--- src/rtl/mem_copy_engine.sv ---
// Memory copy/fill engine: bus initiator that copies a block of bytes or
// fills a block with a constant on behalf of the CPU.
module mem_copy_engine #(
  parameter int unsigned ADDR_W = 8,
  parameter int unsigned DATA_W = 8
) (
  input  logic              clk,
  input  logic              rst_n,
  input  logic              start,
  input  logic              mode,
  input  logic [ADDR_W-1:0] src_addr,
  input  logic [ADDR_W-1:0] dst_addr,
  input  logic [ADDR_W-1:0] length,
  input  logic [DATA_W-1:0] fill_value,
  input  logic              abort,
  output logic              busy,
  output logic              done,
  output logic [ADDR_W-1:0] bytes_done,
  output logic              mem_read,
  output logic              mem_write,
  output logic [ADDR_W-1:0] mem_addr,
  output logic [DATA_W-1:0] mem_wdata,
  input  logic [DATA_W-1:0] mem_rdata
);

  typedef enum logic [1:0] {IDLE, READ, WRITE, DONE} state_t;

  state_t            state_q, state_d;
  logic              mode_q, mode_d;
  logic [ADDR_W-1:0] src_q, src_d;
  logic [ADDR_W-1:0] dst_q, dst_d;
  logic [ADDR_W-1:0] len_q, len_d;
  logic [ADDR_W-1:0] idx_q, idx_d;
  logic [ADDR_W-1:0] idx_inc;
  logic [ADDR_W-1:0] cnt_d;
  logic [DATA_W-1:0] fill_q, fill_d;
  logic [DATA_W-1:0] buf_q, buf_d;
  logic              busy_d, done_d, rd_d, wr_d;
  logic [ADDR_W-1:0] addr_d;
  logic [DATA_W-1:0] wdata_d;

  assign idx_inc = idx_q + ADDR_W'(1);

  // Next-state, datapath and next-output decode; outputs follow the next state
  always_comb begin
    state_d = state_q;
    mode_d  = mode_q;
    src_d   = src_q;
    dst_d   = dst_q;
    len_d   = len_q;
    fill_d  = fill_q;
    idx_d   = idx_q;
    buf_d   = buf_q;
    cnt_d   = bytes_done;
    busy_d  = 1'b0;
    done_d  = 1'b0;
    rd_d    = 1'b0;
    wr_d    = 1'b0;
    addr_d  = '0;
    wdata_d = '0;

    case (state_q)
      IDLE: begin
        // abort beats a simultaneous start
        if (start && !abort) begin
          mode_d = mode;
          src_d  = src_addr;
          dst_d  = dst_addr;
          len_d  = length;
          fill_d = fill_value;
          idx_d  = '0;
          cnt_d  = '0;
          if (length == '0) begin
            state_d = DONE;
          end else if (mode) begin
            state_d = WRITE;
          end else begin
            state_d = READ;
          end
        end
      end
      READ: begin
        buf_d   = mem_rdata;
        state_d = WRITE;
      end
      WRITE: begin
        idx_d = idx_inc;
        cnt_d = bytes_done + ADDR_W'(1);
        if (idx_inc == len_q) begin
          state_d = DONE;
        end else if (mode_q) begin
          state_d = WRITE;
        end else begin
          state_d = READ;
        end
      end
      DONE: begin
        state_d = IDLE;
      end
      default: begin
        state_d = IDLE;
      end
    endcase

    // A write in the abort cycle still commits and is counted above
    if (abort && (state_q != IDLE)) begin
      state_d = IDLE;
    end

    busy_d = (state_d != IDLE);
    done_d = (state_d == DONE);
    rd_d   = (state_d == READ);
    wr_d   = (state_d == WRITE);
    if (rd_d) begin
      addr_d = src_d + idx_d;
    end
    if (wr_d) begin
      addr_d  = dst_d + idx_d;
      wdata_d = mode_d ? fill_d : buf_d;
    end
  end

  // State, datapath and registered output update
  always_ff @(posedge clk or negedge rst_n) begin
    if (!rst_n) begin
      state_q    <= IDLE;
      mode_q     <= 1'b0;
      src_q      <= '0;
      dst_q      <= '0;
      len_q      <= '0;
      fill_q     <= '0;
      idx_q      <= '0;
      buf_q      <= '0;
      bytes_done <= '0;
      busy       <= 1'b0;
      done       <= 1'b0;
      mem_read   <= 1'b0;
      mem_write  <= 1'b0;
      mem_addr   <= '0;
      mem_wdata  <= '0;
    end else begin
      state_q    <= state_d;
      mode_q     <= mode_d;
      src_q      <= src_d;
      dst_q      <= dst_d;
      len_q      <= len_d;
      fill_q     <= fill_d;
      idx_q      <= idx_d;
      buf_q      <= buf_d;
      bytes_done <= cnt_d;
      busy       <= busy_d;
      done       <= done_d;
      mem_read   <= rd_d;
      mem_write  <= wr_d;
      mem_addr   <= addr_d;
      mem_wdata  <= wdata_d;
    end
  end

endmodule

--- config.mk ---
export PLATFORM = sky130hd
export DESIGN_NAME = mem_copy_engine
export DESIGN_NICKNAME = d
export VERILOG_FILES = /design/src/rtl/mem_copy_engine.sv
export SDC_FILE = /design/constraint.sdc
export NUM_CORES = 1
export LEC_CHECK = 0
export CAP_MARGIN = 20
export CORE_MARGIN = 2
export CORE_UTILIZATION = 38
export DETAILED_ROUTE_END_ITERATION = 12
export PLACE_DENSITY_LB_ADDON = 0.2
export SLEW_MARGIN = 10
export SYNTH_ARGS = -nofsm -noshare
export SYNTH_HDL_FRONTEND = slang
export SYNTH_SLANG_ARGS = --single-unit
--- constraint.sdc ---
create_clock -name clk -period 3.35 [get_ports clk]
set_input_delay 0.67 -clock clk [delete_from_list [all_inputs] [get_ports clk]]
set_output_delay 0.67 -clock clk [all_outputs]
set_load 0.03 [all_outputs]
After elaboration in Yosys (flattened, before gate mapping):

Index checks and enable logic that the tools add are counted.

* bits in registers: 79
* latch bits: 0
* bits in writable memories: 0
* ROM bits: 0
* input port bits: 45
* output and inout bits: 28
* logic and storage cells: 61
* memories kept: 0

* add/sub/neg operators: 4
* multipliers: 0
* divide/modulo/power cells: 0
* magnitude comparators: 0
* eq/ne operators: 8
* shift operators: 0
* muxes and demuxes: 24
* bitwise logic cells: 0
* reductions and logical operators: 10

Operator list (count)
* $mux W8: 13
* $pmux W8 S2: 2
* $add A8 B1 Y8 const B: 2
* $add A8 B8 Y8: 2
* $mux W2: 6
* $eq A2 B2 Y1 const B: 4
* $eq A8 B8 Y1: 1
* $logic_not A8 Y1: 1
* $pmux W2 S4: 1
* $reduce_bool A2 Y1: 3
* $eq A2 B1 Y1 const B: 2
* $reduce_and A2 Y1: 2
* $logic_and A1 B1 Y1: 2
* $logic_not A2 Y1: 1
* $mux W1: 2
* $ne A2 B2 Y1 const B: 1
* $logic_not A1 Y1: 1

Logic depth before layout (Yosys ltp):

Gate-level depths: netlist (run 1).

* depth in word-level cells: 8
* gate-level depth with buffers: 17
* gate-level depth less buffers: 14

Least setup slack after synthesis (run 1):

No wires, ideal clock.

* path kind: in2reg
* start: in start
* end: reg mem_addr[7]
* library setup time: 0.128 ns
* arrival: 3.489 ns
* data required time: 3.222 ns
* setup slack: -0.266 ns
* stages on the path: 15
* path buffers: 3
* cells stage by stage: nor2b_1 and2_1 clkbuf_1 buf_1 clkbuf_1 nand2_1 nand2_1 ha_1 a21o_1 a21oi_1 nor2b_1 or4_1 a31oi_1 xor2_1 o2bb2ai_1

* elaborated cells between the ends (all ways): 16
* classes of those cells: add/sub (2); eq/ne (2); mux (11); reduce/logical (1)

RTL lines
* from (decl): RTL line 9 `input logic start,`
* $logic_and A1 B1 Y1: RTL line 65 `if (start && !abort) begin`
* $mux W8: RTL line 65
* $mux W8: RTL line 62 `case (state_q)`
* via dst_d[1]: RTL line 31 `logic [ADDR_W-1:0] dst_q, dst_d;`
* $add A8 B8 Y8: RTL line 118 `addr_d = dst_d + idx_d;`
* $mux W8: RTL line 117 `if (wr_d) begin`
* via addr_d[7]: RTL line 39 `logic [ADDR_W-1:0] addr_d;`
* to (signal assigned): RTL line 155 `mem_addr <= addr_d;`
* to (decl): RTL line 21 `output logic [ADDR_W-1:0] mem_addr,`

The timed path passes the listed nets, and every way through them passes these cells.
A chain may end at the register's enable or synchronous reset.

Final worst setup path (run 1):

Ends and elaborated chain as after synthesis.

==> metrics.yaml, run 1 <==
run_status:
  outcome: "finished clean"
synth:
  synth_seq_cells: 79
  synth_area_leaders: "dfrtp_1, nand2_1, ha_1"
  synth.distinct_cells: 48
  yosysMostFrequentCell: "nand2_1"
  yosysSeqAreaShare: 0.503
  synth_top_cell_area_share: 0.503
  avgSynthCellArea_um2: 9.83
  ys.warnings.count: 0
  synth.largest_area_cell: "dfrtp_1"
  synth_cells: 400
  syn_nets: 463
  synthesis.area_um2: 3930
  async_reset_ff_frac: 1.00
  synth_common_cells: "nand2_1, dfrtp_1, a21oi_1"
  synth-edff-count: 0
  synth_flop_cell: "dfrtp_1"
finish:
  fin_area_um2: 5360
  n_antenna_cell: 0
  syn2layout_area_growth_pct: 36.3
  stdcell_count: 659
  fillers: 947
  finalNetCount: 581
  layout-drive-gt1-share: 0.170
  final_util: 0.526
global_routing:
  overflow: 0
  gr-usage-all-layers: 0.184
  busiest_layer: "met2"
  grtUsageMet1: 0.241
  grt_pass1_wl_mm: 16.2
  grt_max_degree: 80
  grt_pass1_vias: 3375
  antenna_found_initial: 0
  grtUsageMet3: 0.0353
  use_met2: 0.305
timing:
  final.period_utilization: 0.960
  finalSetupViolCount: 0
  hold_viol: 0
  finClkSkew_ps: 9.32
  final_max_slew_viol_count: 0
  worst_slack_ps: 135
  period_minus_slack_ps: 3220
  max_freq_ghz: 0.311
  relSlewSlack: 0.463
  whs_ps: 191
  setup_tns_ps: 0
  tightest_slew_ps: 805
detailed_routing:
  antenna_left: 0
  dr.pass1.iters: 4
  drc_errors: 0
  wl_per_cell_um: 14.4
  drt-total-wl_mm: 9.46
  vias_per_cell: 4.91
  vias: 3233
  drtIter0Drc: 122
clock_network:
  numCtsBuffers: 9
  clock_latency_ps: 350
  clkSinkCount: 79
  cts_hold_buffers: 0
  cts_buffer_depth: 2
  root_buffer: "clkbuf_8"
  clk_transition_reported_paths_ps: 80
  h-tree-depth: 3
  cts_tree: "yes"
  postCtsSetupRepairBufs: 0
worst_setup_path:
  crit_path_end_kind: "flip-flop"
  arrival_ps: 3430
  crit_path_start_kind: "input port"
  r2r_end: "mem_addr[7]"
  cp.required_ps: 3570
  r2r-start: "state_q[1]"
  critPathKind: "input port to flip-flop"
  worstPathMaxFanout: 7
  ff2ff_path_depth: 11
  reg2reg_setup_slack_ps: 280
power:
  powerDensity_nw_per_um2: 628
  p_leak_nw: 2.58
  vdd_drop_max_mv: 0.282
  power_mw: 3.37
floorplan:
  rows: 37
  start_util: 0.386
  die_w_um: 106
  io_pins: 73
  dieArea_um2: 11200
  core_um2: 10200
  die_h_um: 106
hold_path:
  min_path_type: "input port to asynchronous set/reset pin"
placed_design:
  io_buffers: 72
  place_congestion: 0.804
  dpl.cell_count: 642
  hpwl_mm: 6.96
  place_area_um2: 5110
  pre_cts_ws_ps: -388
flow_run:
  drv_cap: 0
## state kept, by name (all words and copies together), names as in the netlist
| name | flops |
|---|---|
| buf_q | 8 |
| busy | 1 |
| bytes_done | 8 |
| done | 1 |
| dst_q | 8 |
| fill_q | 8 |
| idx_q | 8 |
| len_q | 8 |
| mem_addr | 8 |
| mem_read | 1 |
| mem_wdata | 8 |
| mem_write | 1 |
| mode_q | 1 |
| src_q | 8 |
| state_q | 2 |
## worst max-delay path by stage
stage	start	endpoint	cells after the start
2_1_floorplan	start	mem_addr[7]	15
3_3_place_gp	start	mem_addr[7]	16
3_5_place_dp	start	mem_addr[7]	13
4_1_cts	start	mem_addr[6]	16
5_1_grt	start	mem_addr[7]	14
6_report	start	mem_addr[7]	16
## per-layer routing
layer	vias up	share of wire
li1	1596	-
met1	1552	0.46
met2	70	0.48
met3	15	0.038
met4	0	0.020
met5	-	0
## repair_timing
item	4_1_cts	5_1_grt
gates resized for setup	4	10
pin swaps	0	1
setup endpoints to repair	2	2
## worst max-delay path, stage by stage
cell and delay, ps:
clkdlybuf4s50_1 410, nor2b_1 130, buf_4 150, and2_4 170, buf_4 140, buf_4 150, nand2_1 70, nand2_1 60
ha_2 200, a21o_1 170, a21oi_2 170, nor2b_1 80, or4_1 390, a31oi_1 210, xor2_1 160, o2bb2ai_1 90
## power breakdown
| part | switching (mW) | internal [mW] |
|---|---|---|
| Clock | 0.371 | 0.274 |
| Combinational | 0.733 | 0.668 |
| Sequential | 0.123 | 1.20 |
## area by class of cell
type | instances | area (um^2) | share of cell area
clock buffers | 10 | 128 | 0.0238
clock inverters | 6 | 46.3 | 0.00864
inverters | 18 | 67.6 | 0.0126
multi-input cells | 292 | 1880 | 0.352
flip-flops and latches | 79 | 1980 | 0.369
well taps | 136 | 170 | 0.0318
repair buffers | 118 | 1080 | 0.202
## kinds of logic after synthesis
family / share of synthesized area
and+or+nand+nor: 0.175
adders and majority gates: 0.0611
DFF: 0.503
muxes: 0.0357
AOI/OAI and AO/OA: 0.138
xor gates and xnor gates: 0.0570
buffers and inverters: 0.0296
## layout by cell type (no fill, tap or decap), drive strengths merged, types with 2 or more instances in the layout
master and count:
buf 47, nand2b 2, o31ai 3, clkdlybuf4s50 71
o21a 2, inv 18, clkinv 5, xnor2 16
o21bai 4, nand3 9, ha 16, nor3 2
mux2 8, a21o 7, o2bb2ai 7, a21oi 20
xor2 7, nor2b 7, mux2i 5, nand2 116
or4 4, o22ai 3, fa 2, dfrtp 79
o211ai 2, and4 2, and2 2, clkbuf 10
o21ai 17, nor2 14
No activity file was read; power rests on OpenSTA's default activity.
==> run 2: changes to the inputs <==
--- a/config.mk
+++ b/config.mk
@@ -6,11 +6,13 @@
 export NUM_CORES = 1
 export LEC_CHECK = 0
 export CAP_MARGIN = 20
-export CORE_MARGIN = 2
-export CORE_UTILIZATION = 38
+export CELL_PAD_IN_SITES_DETAIL_PLACEMENT = 1
+export CELL_PAD_IN_SITES_GLOBAL_PLACEMENT = 2
+export CORE_UTILIZATION = 29
 export DETAILED_ROUTE_END_ITERATION = 12
 export PLACE_DENSITY_LB_ADDON = 0.2
 export SLEW_MARGIN = 10
 export SYNTH_ARGS = -nofsm -noshare
 export SYNTH_HDL_FRONTEND = slang
 export SYNTH_SLANG_ARGS = --single-unit
+export TNS_END_PERCENT = 20
==> run 2 against run 1 <==
First-iteration DRC count decreased by 35%. Clock-buffer cell count increased by 2. Clock skew shrank 4.1 ps. Hold slack better by 170 ps. Combinational power about the same. Wire length rose by 18%. Via count is 1.6% higher. Final cell count rose by 5.9%. Critical path type unchanged. Sequential share of layout area down 0.83 points. Die area rose by 26%. Fmax increased by 1.0%. Critical endpoint unchanged. Non-clock buffer count is the same.
==> metrics.yaml, run 2 (synthesized netlist as in run 1, its figures left out) <==
clock_network:
  cts_hold_buffers: 0  # unchanged
  cts_tree: "yes"
  clk_transition_reported_paths_ps: 60  # -20 ps
  numCtsBuffers: 9  # unchanged
  h-tree-depth: 3  # unchanged
  clock_latency_ps: 340  # about the same
  cts_buffer_depth: 2  # unchanged
  cts_resized: 2  # -2
  root_buffer: "clkbuf_16"
  clkSinkCount: 79  # unchanged
  postCtsSetupRepairBufs: 0  # unchanged
power:
  p_leak_nw: 2.63  # +1.9%
  vdd_drop_max_mv: 0.208  # -26%
  p_seq_frac: 0.357  # -0.035
  p_sw_mw: 1.27  # +3.4%
  clockPowerShare: 0.265  # +0.073
  p_int_mw: 2.45  # +15%
  swShare: 0.341  # -0.0235
  combPwrFrac: 0.378  # -0.038
  powerDensity_nw_per_um2: 679  # +8.1%
finish:
  layout-drive-gt1-share: 0.157  # -0.0131
  final_common_cell: "nand2_1"
  final_util: 0.414  # -0.112
  syn2layout_area_growth_pct: 39.4
  fillers: 1513  # +60%
  multi_input_area_um2: 1860  # -1.3%
  regArea_um2: 1980  # unchanged
  n_antenna_cell: 0  # unchanged
  fin_area_um2: 5480  # +2.3%
  mostFrequentLayoutCells: "nand2_1, dfrtp_1, clkdlybuf4s50_1, buf_4, a21oi_1"
  finalNetCount: 581  # unchanged
detailed_routing:
  wl_per_cell_um: 15.9  # +11%
  drtIter0Drc: 79  # -35%
  drc_errors: 0  # unchanged
  vias_per_cell: 4.70  # -4.1%
  antenna_left: 0  # unchanged
  dr.pass1.iters: 4  # unchanged
  vias: 3284  # +1.6%
  drt-total-wl_mm: 11.1  # +18%
worst_setup_path:
  worstPathBufferInverterCount: 1  # -3
  critPathLaunch: "abort"
  critPathKind: "input port to flip-flop"
  cp.required_ps: 3570  # about the same
  cpPeakStageDelay_ps: 530  # +120 ps
  cpLargestDelayFamily: "simple AND/OR/NAND/NOR gates"
  crit_path_end_kind: "flip-flop"
  r2r-start: "state_q[1]"
  crit_path_start_kind: "input port"
  crit_path_cell_trace: "clkdlybuf4s50_1 > nor2b_4 > and2_4 > nor2_1 > ha_1 > a21o_1 > a21oi_1 > nor2b_1 > or4_1 > a31oi_1 > xor2_1 > o2bb2ai_1"
  worstPathMaxFanout: 5  # -2
  arrival_ps: 3400  # -30 ps
  cp_slowest_cell: "clkdlybuf4s50_1"
floorplan:
  die_w_um: 118  # +12%
  die_h_um: 118  # +12%
  core_um2: 13200  # +30%
  dieArea_um2: 14000  # +26%
  start_util: 0.297  # -0.0891
  rows: 42  # +14%
  io_pins: 73  # unchanged
global_routing:
  grt_pass1_vias: 3497  # +3.6%
  gr-usage-all-layers: 0.170  # -0.0135
  grt_max_degree: 48  # -40%
  overflow: 0  # unchanged
  grt_pass1_wl_mm: 18.2  # +13%
  antenna_found_initial: 0  # unchanged
timing:
  max_freq_ghz: 0.314  # +1.0%
  worst_slack_ps: 168  # +32.8 ps
  relSlewSlack: 0.447  # -0.0158
  finClkSkew_ps: 5.19  # -4.13 ps
  final.period_utilization: 0.950  # -0.00981
  tightest_slew_ps: 828  # +23.7 ps
  period_minus_slack_ps: 3180  # -32.8 ps
  final_max_slew_viol_count: 0  # unchanged
  finalSetupViolCount: 0  # unchanged
  hold_viol: 0  # unchanged
placed_design:
  pre_cts_ws_ps: -453  # -64.9 ps
  hpwl_mm: 8.26  # +19%
  io_buffers: 72  # unchanged
  place_area_um2: 5160  # +1.1%
  place_congestion: 0.759  # -5.6%
flow_run:
  drv_cap: 0  # unchanged
hold_path:
  min_path_type: "input port to asynchronous set/reset pin"
run_status:
  outcome: "finished clean"
-- run 2: through the flow --
step | TNS, ps | cells | power, mW | hold slack, ps
final | 0 | 698 | 3.72 | 359
after global routing | -6.95 | 698 | 3.97 | 409
after CTS | 0 | 698 | 3.77 | 380
after detailed placement | -1630 | 683 | 2.75 | 458
after global placement | -1370 | 683 | 2.72 | 455
after floorplan | 0 | 400 | 2.16 | 374
-- run 2: per-layer routing --
metal,wire length (um),up-vias,GRT usage
met5,0,-,0
met4,175,0,0.0696
met3,381,13,0.0323
met2,5320,48,0.283
met1,5250,1634,0.217
li1,-,1589,-
-- run 2: final cells by class --
| type | count | area share |
|---|---|---|
| timing repair buffer | 118 | 0.194 |
| clock buffer | 12 | 0.0450 |
| inverter | 18 | 0.0123 |
| sequential | 79 | 0.361 |
| tap | 176 | 0.0402 |
| multi-input combinational | 292 | 0.340 |
| clock inverter | 3 | 0.00799 |
-- run 2: final timing paths --
check                           endpoint  slack [ps]  cells past startpoint
max                          mem_addr[7]         170                     12
min                        bytes_done[7]         360                      1
max reg2reg                  mem_addr[7]         230                     12
min reg2reg                    fill_q[6]         470                      2
max in group asynchronous       dst_q[5]        2290                      2
min in group clk               fill_q[6]         470                      2
-- run 2: power groups by stage --
stage | clock (mW) | sequential [mW] | combinational, mW
final | 0.986 | 1.33 | 1.41
after floorplan | 0 | 1.44 | 0.719
after global routing | 1.06 | 1.36 | 1.55
after global placement | 0 | 1.34 | 1.38
after detailed placement | 0 | 1.34 | 1.40
after CTS | 1.02 | 1.33 | 1.42
==> run 3: changes to the inputs <==
--- a/config.mk
+++ b/config.mk
@@ -9,6 +9,7 @@
 export CELL_PAD_IN_SITES_DETAIL_PLACEMENT = 1
 export CELL_PAD_IN_SITES_GLOBAL_PLACEMENT = 2
 export CORE_UTILIZATION = 29
+export CTS_CLUSTER_DIAMETER = 200
 export DETAILED_ROUTE_END_ITERATION = 12
 export PLACE_DENSITY_LB_ADDON = 0.2
 export SLEW_MARGIN = 10
==> results of run 3 <==
No change in the layout: final DEF, timing and power equal those of run 2.
